## config.mk

```make
export PLATFORM = sky130hd
export DESIGN_NAME = multicycle_sequencer_flat
export DESIGN_NICKNAME = d
export VERILOG_FILES = /design/src/rtl/multicycle_sequencer_if.sv /design/src/rtl/multicycle_sequencer.sv /design/src/flat_wrapper.sv
export SDC_FILE = /design/constraint.sdc
export NUM_CORES = 1
export LEC_CHECK = 0
export CAP_MARGIN = 10
export CELL_PAD_IN_SITES_DETAIL_PLACEMENT = 2
export CELL_PAD_IN_SITES_GLOBAL_PLACEMENT = 2
export CORE_AREA = 2 2 81 75
export CTS_CLUSTER_DIAMETER = 30
export DETAILED_ROUTE_END_ITERATION = 16
export DIE_AREA = 0 0 83 77
export PLACE_DENSITY = 0.75
export REMOVE_ABC_BUFFERS = 1
export SETUP_SLACK_MARGIN = 0.05
export SYNTH_ARGS = -nofsm -noshare
export SYNTH_HDL_FRONTEND = slang
export SYNTH_SLANG_ARGS = --single-unit
```

## constraint.sdc

```tcl
create_clock -name clk -period 3.9 [get_ports clk]
set_input_delay 0.975 -clock clk [delete_from_list [all_inputs] [get_ports clk]]
set_output_delay 0.975 -clock clk [all_outputs]
set_load 0.05 [all_outputs]
```

## src/rtl/multicycle_sequencer_if.sv

```systemverilog
// -----------------------------------------------------------------------------
// multicycle_sequencer_if
//
// Connects the multi-cycle control sequencer to the 16-bit RISC datapath.
// It carries the opcode, status and handshake inputs toward the sequencer and
// the per-state control enables back to the datapath.
//
//   master : the sequencer (drives the control enables)
//   slave  : the datapath / memory side (drives opcode, flags, mem_ready)
//
// CNT_W must match the CNT_W of the multicycle_sequencer that uses this bus.
// -----------------------------------------------------------------------------
interface multicycle_sequencer_if #(
    parameter int CNT_W = 16
);

    // datapath / memory -> sequencer
    logic [3:0]       opcode;       // IR[15:12]
    logic             zero;         // ALU zero flag
    logic             mem_ready;    // memory access completes this cycle
    logic             halt_req;     // stop before the next fetch

    // sequencer -> datapath
    logic             pc_write;
    logic [1:0]       pc_src;       // 00 PC+2, 01 branch target, 10 jump target
    logic             ir_write;
    logic             imem_read;
    logic             mem_read_en;
    logic             mem_write_en;
    logic             alu_src;      // 0 register, 1 immediate
    logic [2:0]       alu_op;
    logic             reg_dst;      // 1 rd, 0 rt
    logic             mem_to_reg;
    logic             reg_write_en;
    logic             illegal_op;
    logic             halted;
    logic [2:0]       state_dbg;
    logic [CNT_W-1:0] instr_count;

    modport master (
        input  opcode, zero, mem_ready, halt_req,
        output pc_write, pc_src, ir_write, imem_read,
               mem_read_en, mem_write_en, alu_src, alu_op,
               reg_dst, mem_to_reg, reg_write_en,
               illegal_op, halted, state_dbg, instr_count
    );

    modport slave (
        output opcode, zero, mem_ready, halt_req,
        input  pc_write, pc_src, ir_write, imem_read,
               mem_read_en, mem_write_en, alu_src, alu_op,
               reg_dst, mem_to_reg, reg_write_en,
               illegal_op, halted, state_dbg, instr_count
    );

endinterface

```

## src/rtl/multicycle_sequencer.sv

```systemverilog
// -----------------------------------------------------------------------------
// multicycle_sequencer
//
// Multi-cycle control FSM for the 16-bit RISC datapath. Each instruction walks
// FETCH -> DECODE -> EXEC -> MEM -> WB (skipping states it does not need) and
// the datapath enables are driven one state at a time. A retired-instruction
// counter increments on every edge that completes an instruction.
//
// Compile-time option:
//   MEM_WAIT_EN  defined   : FETCH and MEM stall until mem_ready = 1.
//                undefined : mem_ready is ignored; FETCH and MEM take exactly
//                            one cycle.
//
// Reset is synchronous and active-low. While rst_n = 0 every control output
// is held at 0 combinationally.
// -----------------------------------------------------------------------------
module multicycle_sequencer #(
    parameter int CNT_W = 16
) (
    input  logic                   clk,
    input  logic                   rst_n,
    multicycle_sequencer_if.master bus
);

    // State encoding is visible on state_dbg, so values are fixed.
    typedef enum logic [2:0] {
        S_FETCH  = 3'd0,
        S_DECODE = 3'd1,
        S_EXEC   = 3'd2,
        S_MEM    = 3'd3,
        S_WB     = 3'd4
    } state_e;

    // Instruction classes; the FSM only cares which path an opcode takes.
    typedef enum logic [2:0] {
        K_LW,
        K_SW,
        K_ALU,
        K_BEQ,
        K_BNE,
        K_JMP,
        K_ILL
    } kind_e;

    localparam logic [1:0] PC_SEQ    = 2'b00;
    localparam logic [1:0] PC_BRANCH = 2'b01;
    localparam logic [1:0] PC_JUMP   = 2'b10;

    localparam logic [2:0] ALU_ADD = 3'b000;
    localparam logic [2:0] ALU_SUB = 3'b001;

    // Everything that is gated to zero during reset travels in one bundle.
    typedef struct packed {
        logic       pc_write;
        logic [1:0] pc_src;
        logic       ir_write;
        logic       imem_read;
        logic       mem_read_en;
        logic       mem_write_en;
        logic       alu_src;
        logic [2:0] alu_op;
        logic       reg_dst;
        logic       mem_to_reg;
        logic       reg_write_en;
        logic       illegal_op;
        logic       halted;
    } ctl_t;

    function automatic kind_e decode_op(input logic [3:0] op);
        kind_e k;
        case (op)
            4'b0000: k = K_LW;
            4'b0001: k = K_SW;
            4'b0010, 4'b0011, 4'b0100, 4'b0101,
            4'b0110, 4'b0111, 4'b1000, 4'b1001: k = K_ALU;
            4'b1011: k = K_BEQ;
            4'b1100: k = K_BNE;
            4'b1101: k = K_JMP;
            default: k = K_ILL;
        endcase
        return k;
    endfunction

    state_e           state_q;
    state_e           state_d;
    logic [CNT_W-1:0] count_q;
    logic             retire;
    logic             rdy;
    kind_e            kind;
    logic [3:0]       op_minus2;
    logic [2:0]       alu_map;
    ctl_t             ctl;
    ctl_t             ctl_out;

`ifdef MEM_WAIT_EN
    assign rdy = bus.mem_ready;
`else
    // Memory is assumed single-cycle; the handshake input is deliberately
    // left unconnected to the FSM.
    logic mem_ready_unused;
    assign mem_ready_unused = bus.mem_ready;
    assign rdy              = 1'b1;
`endif

    assign kind      = decode_op(bus.opcode);
    // ALU opcodes 0010..1001 map onto alu_op 000..111 in order.
    assign op_minus2 = bus.opcode - 4'd2;
    assign alu_map   = op_minus2[2:0];

    // State register and retired-instruction counter (synchronous reset).
    always_ff @(posedge clk) begin
        // NOTE: sequential state uses non-blocking assignments so every
        // register samples the pre-edge values, independent of block order.
        if (!rst_n) begin
            state_q <= S_FETCH;
            count_q <= '0;
        end else begin
            state_q <= state_d;
            if (retire) begin
                count_q <= count_q + CNT_W'(1);
            end
        end
    end

    // Next-state, retire and per-state control decode.
    always_comb begin
        // NOTE: every signal gets a default before the case so no path leaves
        // one unassigned, which would otherwise infer a latch.
        state_d = state_q;
        retire  = 1'b0;
        ctl     = '0;

        case (state_q)
            S_FETCH: begin
                if (bus.halt_req) begin
                    ctl.halted = 1'b1;
                end else begin
                    ctl.imem_read = 1'b1;
                    if (rdy) begin
                        ctl.ir_write = 1'b1;
                        ctl.pc_write = 1'b1;
                        ctl.pc_src   = PC_SEQ;
                        state_d      = S_DECODE;
                    end
                end
            end

            S_DECODE: begin
                case (kind)
                    K_JMP: begin
                        ctl.pc_write = 1'b1;
                        ctl.pc_src   = PC_JUMP;
                        retire       = 1'b1;
                        state_d      = S_FETCH;
                    end
                    K_ILL: begin
                        ctl.illegal_op = 1'b1;
                        state_d        = S_FETCH;
                    end
                    default: state_d = S_EXEC;
                endcase
            end

            S_EXEC: begin
                case (kind)
                    K_LW, K_SW: begin
                        ctl.alu_src = 1'b1;
                        ctl.alu_op  = ALU_ADD;
                        state_d     = S_MEM;
                    end
                    K_ALU: begin
                        ctl.reg_dst = 1'b1;
                        ctl.alu_op  = alu_map;
                        state_d     = S_WB;
                    end
                    K_BEQ, K_BNE: begin
                        ctl.alu_op   = ALU_SUB;
                        ctl.pc_src   = PC_BRANCH;
                        ctl.pc_write = (kind == K_BEQ) ? bus.zero : ~bus.zero;
                        retire       = 1'b1;
                        state_d      = S_FETCH;
                    end
                    // Opcode changed under the FSM; drop back to fetch.
                    default: state_d = S_FETCH;
                endcase
            end

            S_MEM: begin
                // Address stays computed as base + immediate for the access.
                ctl.alu_src = 1'b1;
                ctl.alu_op  = ALU_ADD;
                case (kind)
                    K_LW: begin
                        ctl.mem_read_en = 1'b1;
                        if (rdy) begin
                            state_d = S_WB;
                        end
                    end
                    K_SW: begin
                        ctl.mem_write_en = 1'b1;
                        if (rdy) begin
                            retire  = 1'b1;
                            state_d = S_FETCH;
                        end
                    end
                    default: state_d = S_FETCH;
                endcase
            end

            S_WB: begin
                ctl.reg_write_en = 1'b1;
                retire           = 1'b1;
                state_d          = S_FETCH;
                if (kind == K_LW) begin
                    ctl.mem_to_reg = 1'b1;
                    ctl.reg_dst    = 1'b0;
                end else if (kind == K_ALU) begin
                    ctl.reg_dst = 1'b1;
                    ctl.alu_op  = alu_map;
                end
            end

            default: state_d = S_FETCH;
        endcase
    end

    // Control outputs are forced low for as long as reset is held.
    assign ctl_out = rst_n ? ctl : '0;

    assign bus.pc_write     = ctl_out.pc_write;
    assign bus.pc_src       = ctl_out.pc_src;
    assign bus.ir_write     = ctl_out.ir_write;
    assign bus.imem_read    = ctl_out.imem_read;
    assign bus.mem_read_en  = ctl_out.mem_read_en;
    assign bus.mem_write_en = ctl_out.mem_write_en;
    assign bus.alu_src      = ctl_out.alu_src;
    assign bus.alu_op       = ctl_out.alu_op;
    assign bus.reg_dst      = ctl_out.reg_dst;
    assign bus.mem_to_reg   = ctl_out.mem_to_reg;
    assign bus.reg_write_en = ctl_out.reg_write_en;
    assign bus.illegal_op   = ctl_out.illegal_op;
    assign bus.halted       = ctl_out.halted;
    assign bus.state_dbg    = state_q;
    assign bus.instr_count  = count_q;

endmodule

```

## src/flat_wrapper.sv

```systemverilog
// flat-port wrapper written by rule: the top's interface ports become plain ports
module multicycle_sequencer_flat 
#(
    parameter int CNT_W = 16
)
  (clk, rst_n, bus_opcode, bus_zero, bus_mem_ready, bus_halt_req, bus_pc_write, bus_pc_src, bus_ir_write, bus_imem_read, bus_mem_read_en, bus_mem_write_en, bus_alu_src, bus_alu_op, bus_reg_dst, bus_mem_to_reg, bus_reg_write_en, bus_illegal_op, bus_halted, bus_state_dbg, bus_instr_count);
  multicycle_sequencer_if #(.CNT_W(CNT_W)) bus_i ();
  input  logic clk;
  input  logic rst_n;
  input wire logic [$bits(bus_i.opcode)-1:0] bus_opcode;
  input wire logic [$bits(bus_i.zero)-1:0] bus_zero;
  input wire logic [$bits(bus_i.mem_ready)-1:0] bus_mem_ready;
  input wire logic [$bits(bus_i.halt_req)-1:0] bus_halt_req;
  output wire logic [$bits(bus_i.pc_write)-1:0] bus_pc_write;
  output wire logic [$bits(bus_i.pc_src)-1:0] bus_pc_src;
  output wire logic [$bits(bus_i.ir_write)-1:0] bus_ir_write;
  output wire logic [$bits(bus_i.imem_read)-1:0] bus_imem_read;
  output wire logic [$bits(bus_i.mem_read_en)-1:0] bus_mem_read_en;
  output wire logic [$bits(bus_i.mem_write_en)-1:0] bus_mem_write_en;
  output wire logic [$bits(bus_i.alu_src)-1:0] bus_alu_src;
  output wire logic [$bits(bus_i.alu_op)-1:0] bus_alu_op;
  output wire logic [$bits(bus_i.reg_dst)-1:0] bus_reg_dst;
  output wire logic [$bits(bus_i.mem_to_reg)-1:0] bus_mem_to_reg;
  output wire logic [$bits(bus_i.reg_write_en)-1:0] bus_reg_write_en;
  output wire logic [$bits(bus_i.illegal_op)-1:0] bus_illegal_op;
  output wire logic [$bits(bus_i.halted)-1:0] bus_halted;
  output wire logic [$bits(bus_i.state_dbg)-1:0] bus_state_dbg;
  output wire logic [$bits(bus_i.instr_count)-1:0] bus_instr_count;
  assign bus_i.opcode = bus_opcode;
  assign bus_i.zero = bus_zero;
  assign bus_i.mem_ready = bus_mem_ready;
  assign bus_i.halt_req = bus_halt_req;
  assign bus_pc_write = bus_i.pc_write;
  assign bus_pc_src = bus_i.pc_src;
  assign bus_ir_write = bus_i.ir_write;
  assign bus_imem_read = bus_i.imem_read;
  assign bus_mem_read_en = bus_i.mem_read_en;
  assign bus_mem_write_en = bus_i.mem_write_en;
  assign bus_alu_src = bus_i.alu_src;
  assign bus_alu_op = bus_i.alu_op;
  assign bus_reg_dst = bus_i.reg_dst;
  assign bus_mem_to_reg = bus_i.mem_to_reg;
  assign bus_reg_write_en = bus_i.reg_write_en;
  assign bus_illegal_op = bus_i.illegal_op;
  assign bus_halted = bus_i.halted;
  assign bus_state_dbg = bus_i.state_dbg;
  assign bus_instr_count = bus_i.instr_count;
  multicycle_sequencer #(.CNT_W(CNT_W)) u_core (.clk(clk), .rst_n(rst_n), .bus(bus_i));
endmodule
```

Word level (Yosys, flattened, before mapping)
Memories as Yosys holds them, arrays and structs flattened.
Cells that the tools add are included.

word-level totals
  register bits = 19
  bits in read-only memories = 48
  bits of input ports = 9
  logic and storage cells = 54
  memories = 1

cells by class
  $add $sub $neg = 2
  equal/unequal tests = 11
  muxes and demuxes = 32
  bitwise operators = 1
  reductions and logical operators = 5

memory list
  name              depth  width  rd ports  clocked after memory_dff  wr ports  line                        RTL
  (name not given)  16     3      1         0                         0         multicycle_sequencer.sv:71  case (op)

operators by type and width
  operator                                                                number
  3-bit one-hot mux with 2 select lines                                   3
  16-bit by 1-bit adder with 16-bit output (second input constant)        1
  16-bit 2-to-1 mux                                                       1
  3-bit 2-to-1 mux                                                        5
  3-bit by 2-bit equality test with 1-bit output (second input constant)  4
  3-bit equality test (second input constant)                             4
  1-bit 2-to-1 mux                                                        12
  3-bit one-hot mux with 4 select lines                                   1
  3-bit one-hot mux with 3 select lines                                   1
  2-bit 2-to-1 mux                                                        4
  3-bit by 1-bit equality test with 1-bit output (second input constant)  2
  3-bit zero test                                                         2
  2-bit OR reduction                                                      3
  5-bit 2-to-1 mux                                                        1
  4-bit 2-to-1 mux                                                        1
  1-bit one-hot mux with 2 select lines                                   2
  1-bit one-hot mux with 4 select lines                                   1
  3-bit by 2-bit subtractor with 3-bit output (second input constant)     1
  2-bit inequality test (second input constant)                           1
  1-bit inverter                                                          1

Depth between registers and ports, before layout
An unclocked memory read counts as a cell.

  word-level depth = 6
  mapped depth = 10
  depth with buffers taken out = 8

Worst setup path after synthesis
Ideal clock, no wire load.

  kind = input -> output
  start point = in rst_n
  end point = out bus_mem_to_reg
  data arrival time = 3.740 ns
  data required time = 2.925 ns
  setup slack = -0.815 ns
  stages = 5
  path through = inv_1 > clkbuf_1 > nor4b_1 > nand2_1 > nor2_1

on the way
  longest elaborated chain between the ends = 1

ends and longest elaborated chain
  item                line                         RTL
  start: declaration  flat_wrapper.sv:9            input logic rst_n;
  16-bit 2-to-1 mux   multicycle_sequencer.sv:228  assign ctl_out = rst_n ? ctl : '0;
  end: declaration    flat_wrapper.sv:23           output wire logic [$bits(bus_i.mem_to_reg)-1:0] bus_mem_to_reg;

Every way passes these cells.

Worst setup path after layout
  start point = in bus_opcode[1]
  end point = out bus_pc_write

on the way
  longest elaborated chain between the ends = 6
  elaborated cells on any way between the ends = 10

ends and longest elaborated chain
  item                                                                                   line                                                      RTL
  start: declaration                                                                     flat_wrapper.sv:10                                        input wire logic [$bits(bus_i.opcode)-1:0] bus_opcode;
  memory read 16 x 3 bit *                                                               -
  3-bit by 2-bit equality test with 1-bit output or 3-bit equality test (tied branches)  multicycle_sequencer.sv:165, multicycle_sequencer.sv:179
  1-bit 2-to-1 mux or 2-bit OR reduction (tied branches)                                 multicycle_sequencer.sv:179, multicycle_sequencer.sv:165
  3-bit 2-to-1 mux                                                                       multicycle_sequencer.sv:165                               case (kind)
  3-bit one-hot mux with 3 select lines *                                                multicycle_sequencer.sv:133                               case (state_q)
  16-bit 2-to-1 mux *                                                                    multicycle_sequencer.sv:228
  end: declaration                                                                       flat_wrapper.sv:14                                        output wire logic [$bits(bus_i.pc_write)-1:0] bus_pc_write;

Every way passes the cells marked *; elsewhere a longest branch is shown, timed or not.

==> flow_summary.toml <==
[status]
outcome = "complete, no violations"

[final_layout]
finish.utilization_pct = 38.9
nets = 246
area_growth_pct = 60.3
antenna_cells = 0
layout-drive-gt1-share_pct = 24.9

[critical_path]
ff2ff_setup_slack_ps = 1680
crit_required_ps = 2920
critPathLaunchType = "input port"
critPathCaptureType = "primary output"
critPathArrivalTime_ps = 2820
worstReg2RegEnd = "u_core.bus.instr_count[14]$_SDFFE_PN0P_"
r2r_cells = 8
r2r_start = "u_core.bus.state_dbg[0]$_SDFFE_PN0P_"
criticalPathCategory = "input port to primary output"
cp_max_fo = 4

[min_path]
holdPathEnd = "u_core.bus.instr_count[10]$_SDFFE_PN0P_"
hold_class = "register to register"
min_from = "u_core.bus.instr_count[10]$_SDFFE_PN0P_"
holdPathStages = 2

[routing]
dr.pass1.iters = 4
avgRoutedWirePerCell_um = 15.9
drt_iter0_drc = 40
drc = 0
vias_per_cell = 4.97
routed_wirelength_mm = 4.81
antenna_left = 0
vias = 1505

[synthesis]
synth.most_common_cell = "nor2_1"
synth_cell_types = 47
synth_commonest_cells = "nor2_1, dfxtp_1, nand2_1"
synth_top_area_share_pct = 28.2
synth-seq-cells = 19
synthTopCellsByArea = "dfxtp_1, xnor2_1, nor2_1"
ys_seq_area_share_pct = 28.2
synthCells = 173
synth_area_mm2 = 0.00135
synth_ff_type = "dfxtp_1"
post-synth-top-area-cell = "dfxtp_1"
yosys_warnings = 0
syn_avg_cell_area_um2 = 7.80
async_flop_share_pct = 0
synth-edff-count = 0

[place]
gp_congestion = 0.727
place_hpwl_mm = 3.79
pre_cts_slack_ps = -150
portBuffers = 42

[global_routing]
grt-ovfl-total = 0
grtUsageTotal_pct = 15.1
grt_pass1_wl_mm = 8.02
grt_antenna_before_repair = 0
grt_max_degree = 21
grt_pass1_vias = 1580

[sta]
setup_violations = 0
grt_setup_unrepaired = "no"
clock_skew_ps = 2.11
finalWorstSetupSlack_ps = 106
worst_pin_slew_ps = 509
max_freq_mhz = 264
final_hold_viol_count = 0
finalCritPeriodShare_pct = 97.3
slew_headroom_pct = 65.9
fin_crit_ps = 3790
timing.final.max_slew_violations = 0

[clock_tree]
cts_tree = "yes"
cts_hold_buf = 0
clock_sinks = 19
cts-buffers-inserted = 3
htree_levels = 1
clock_latency_ps = 260
path_clk_slew_ps = 70
cts_buffer_depth = 2
clockRootBuffer = "clkbuf_8"

[floorplanning]
dieArea_mm2 = 0.00639
io_pins = 44
start_util_pct = 24.3
die_h_um = 77
core_mm2 = 0.00556
rows = 26
die_x_um = 83

[power_and_ir_drop]
irDropWorstVdd_v = 0.000101
power.density_mw_per_mm2 = 209
leakage_uw = 0.000809

[run]
maxCapViolations = 0
[stage by stage]
stage          total power [uW]  cell area [um^2]  hold WS, ps  setup TNS, ps  std cells
5_1_grt                     477              2160          548              0        303
4_1_cts                     457              2150          513              0        303
3_3_place_gp                313              2090          468           -146        299
6_report                    453              2160          502              0        303
3_5_place_dp                316              2090          500           -353        299
2_1_floorplan               257              1290          679          -1200        163
[worst max-delay path: stages]
cell and delay, ps:
dlygate4sd2_1 260, inv_2 90, ha_4 150, and4bb_1 220, a311o_2 360, a21oi_2 160
nor2_1 70, o311a_1 360, buf_6 170
[cells in the final DEF, fill, tap and decap left out, types with 3 or more instances in the layout]
cell | Yosys | routed
a21oi_1 | 11 | 11
and3_1 | 3 | 3
buf_12 | 0 | 12
buf_4 | 1 | 27
clkbuf_8 | 0 | 3
clkdlybuf4s50_1 | 0 | 23
dfxtp_1 | 19 | 19
inv_1 | 8 | 7
mux2i_1 | 3 | 3
nand2_1 | 13 | 13
nand2b_1 | 4 | 4
nand3_1 | 7 | 7
nand4_1 | 4 | 4
nor2_1 | 20 | 19
nor3_1 | 4 | 3
nor4_1 | 4 | 4
o21ai_0 | 7 | 7
or3_1 | 8 | 8
xnor2_1 | 9 | 9
[layout make-up]
type | count | area [um^2]
tap | 70 | 87.6
multi-input combinational | 136 | 907
fill | 606 | 3400
inverter | 8 | 30.0
timing repair buffer | 66 | 714
sequential | 19 | 380
clock buffer | 4 | 45.0
[sequential cells by signal, indices dropped and copies added, names as in the netlist]
name and count:
u_core.bus.instr_count 16, u_core.bus.state_dbg 3
[layer usage]
| layer | global-route usage (%) | vias to the layer above | wire, um | share of wire, % |
|---|---|---|---|---|
| met3 | 3.01 | 2 | 122 | 2.5 |
| met2 | 25.2 | 22 | 2300 | 48 |
| li1 | - | 738 | - | - |
| met4 | 2.95 | 0 | 17 | 0.35 |
| met1 | 20.3 | 743 | 2370 | 49 |
| met5 | 0 | - | 0 | 0 |
[worst max path at each step]
| stage | start | to | slack (ps) | cells past startpoint |
|---|---|---|---|---|
| after floorplan | rst_n | bus_mem_to_reg | -810 | 4 |
| after global placement | bus_opcode[1] | bus_pc_write | -120 | 9 |
| after detailed placement | bus_opcode[1] | bus_pc_write | -150 | 9 |
| after CTS | bus_opcode[3] | bus_alu_op[0] | 110 | 8 |
| after global routing | rst_n | bus_illegal_op | 40 | 8 |
| final | bus_opcode[1] | bus_pc_write | 110 | 9 |
[power breakdown]
group / internal [uW] / leakage, uW / total, uW / switching [uW]
Clock: 72.7 / 0.0000228 / 138 / 65.6
Combinational: 51.0 / 0.000633 / 115 / 64.2
Sequential: 195 / 0.000153 / 199 / 3.82
[kinds of logic after synthesis]
| family | after synthesis | share of synthesized area, % |
|---|---|---|
| xor+xnor | 11 | 7.14 |
| flops | 19 | 28.2 |
| compound gates | 34 | 17.4 |
| mux | 5 | 3.89 |
| buf+inv | 18 | 6.77 |
| fa+ha+maj | 3 | 2.78 |
| simple gates | 83 | 33.8 |
[what timing repair did]
item,in CTS,in global routing
endpoints found under the hold margin,0,0
pin swaps,1,2
gates resized for setup,7,4
buffers inserted,0,0
setup endpoints to repair,8,4
No activity file was read; power rests on OpenSTA's default activity.
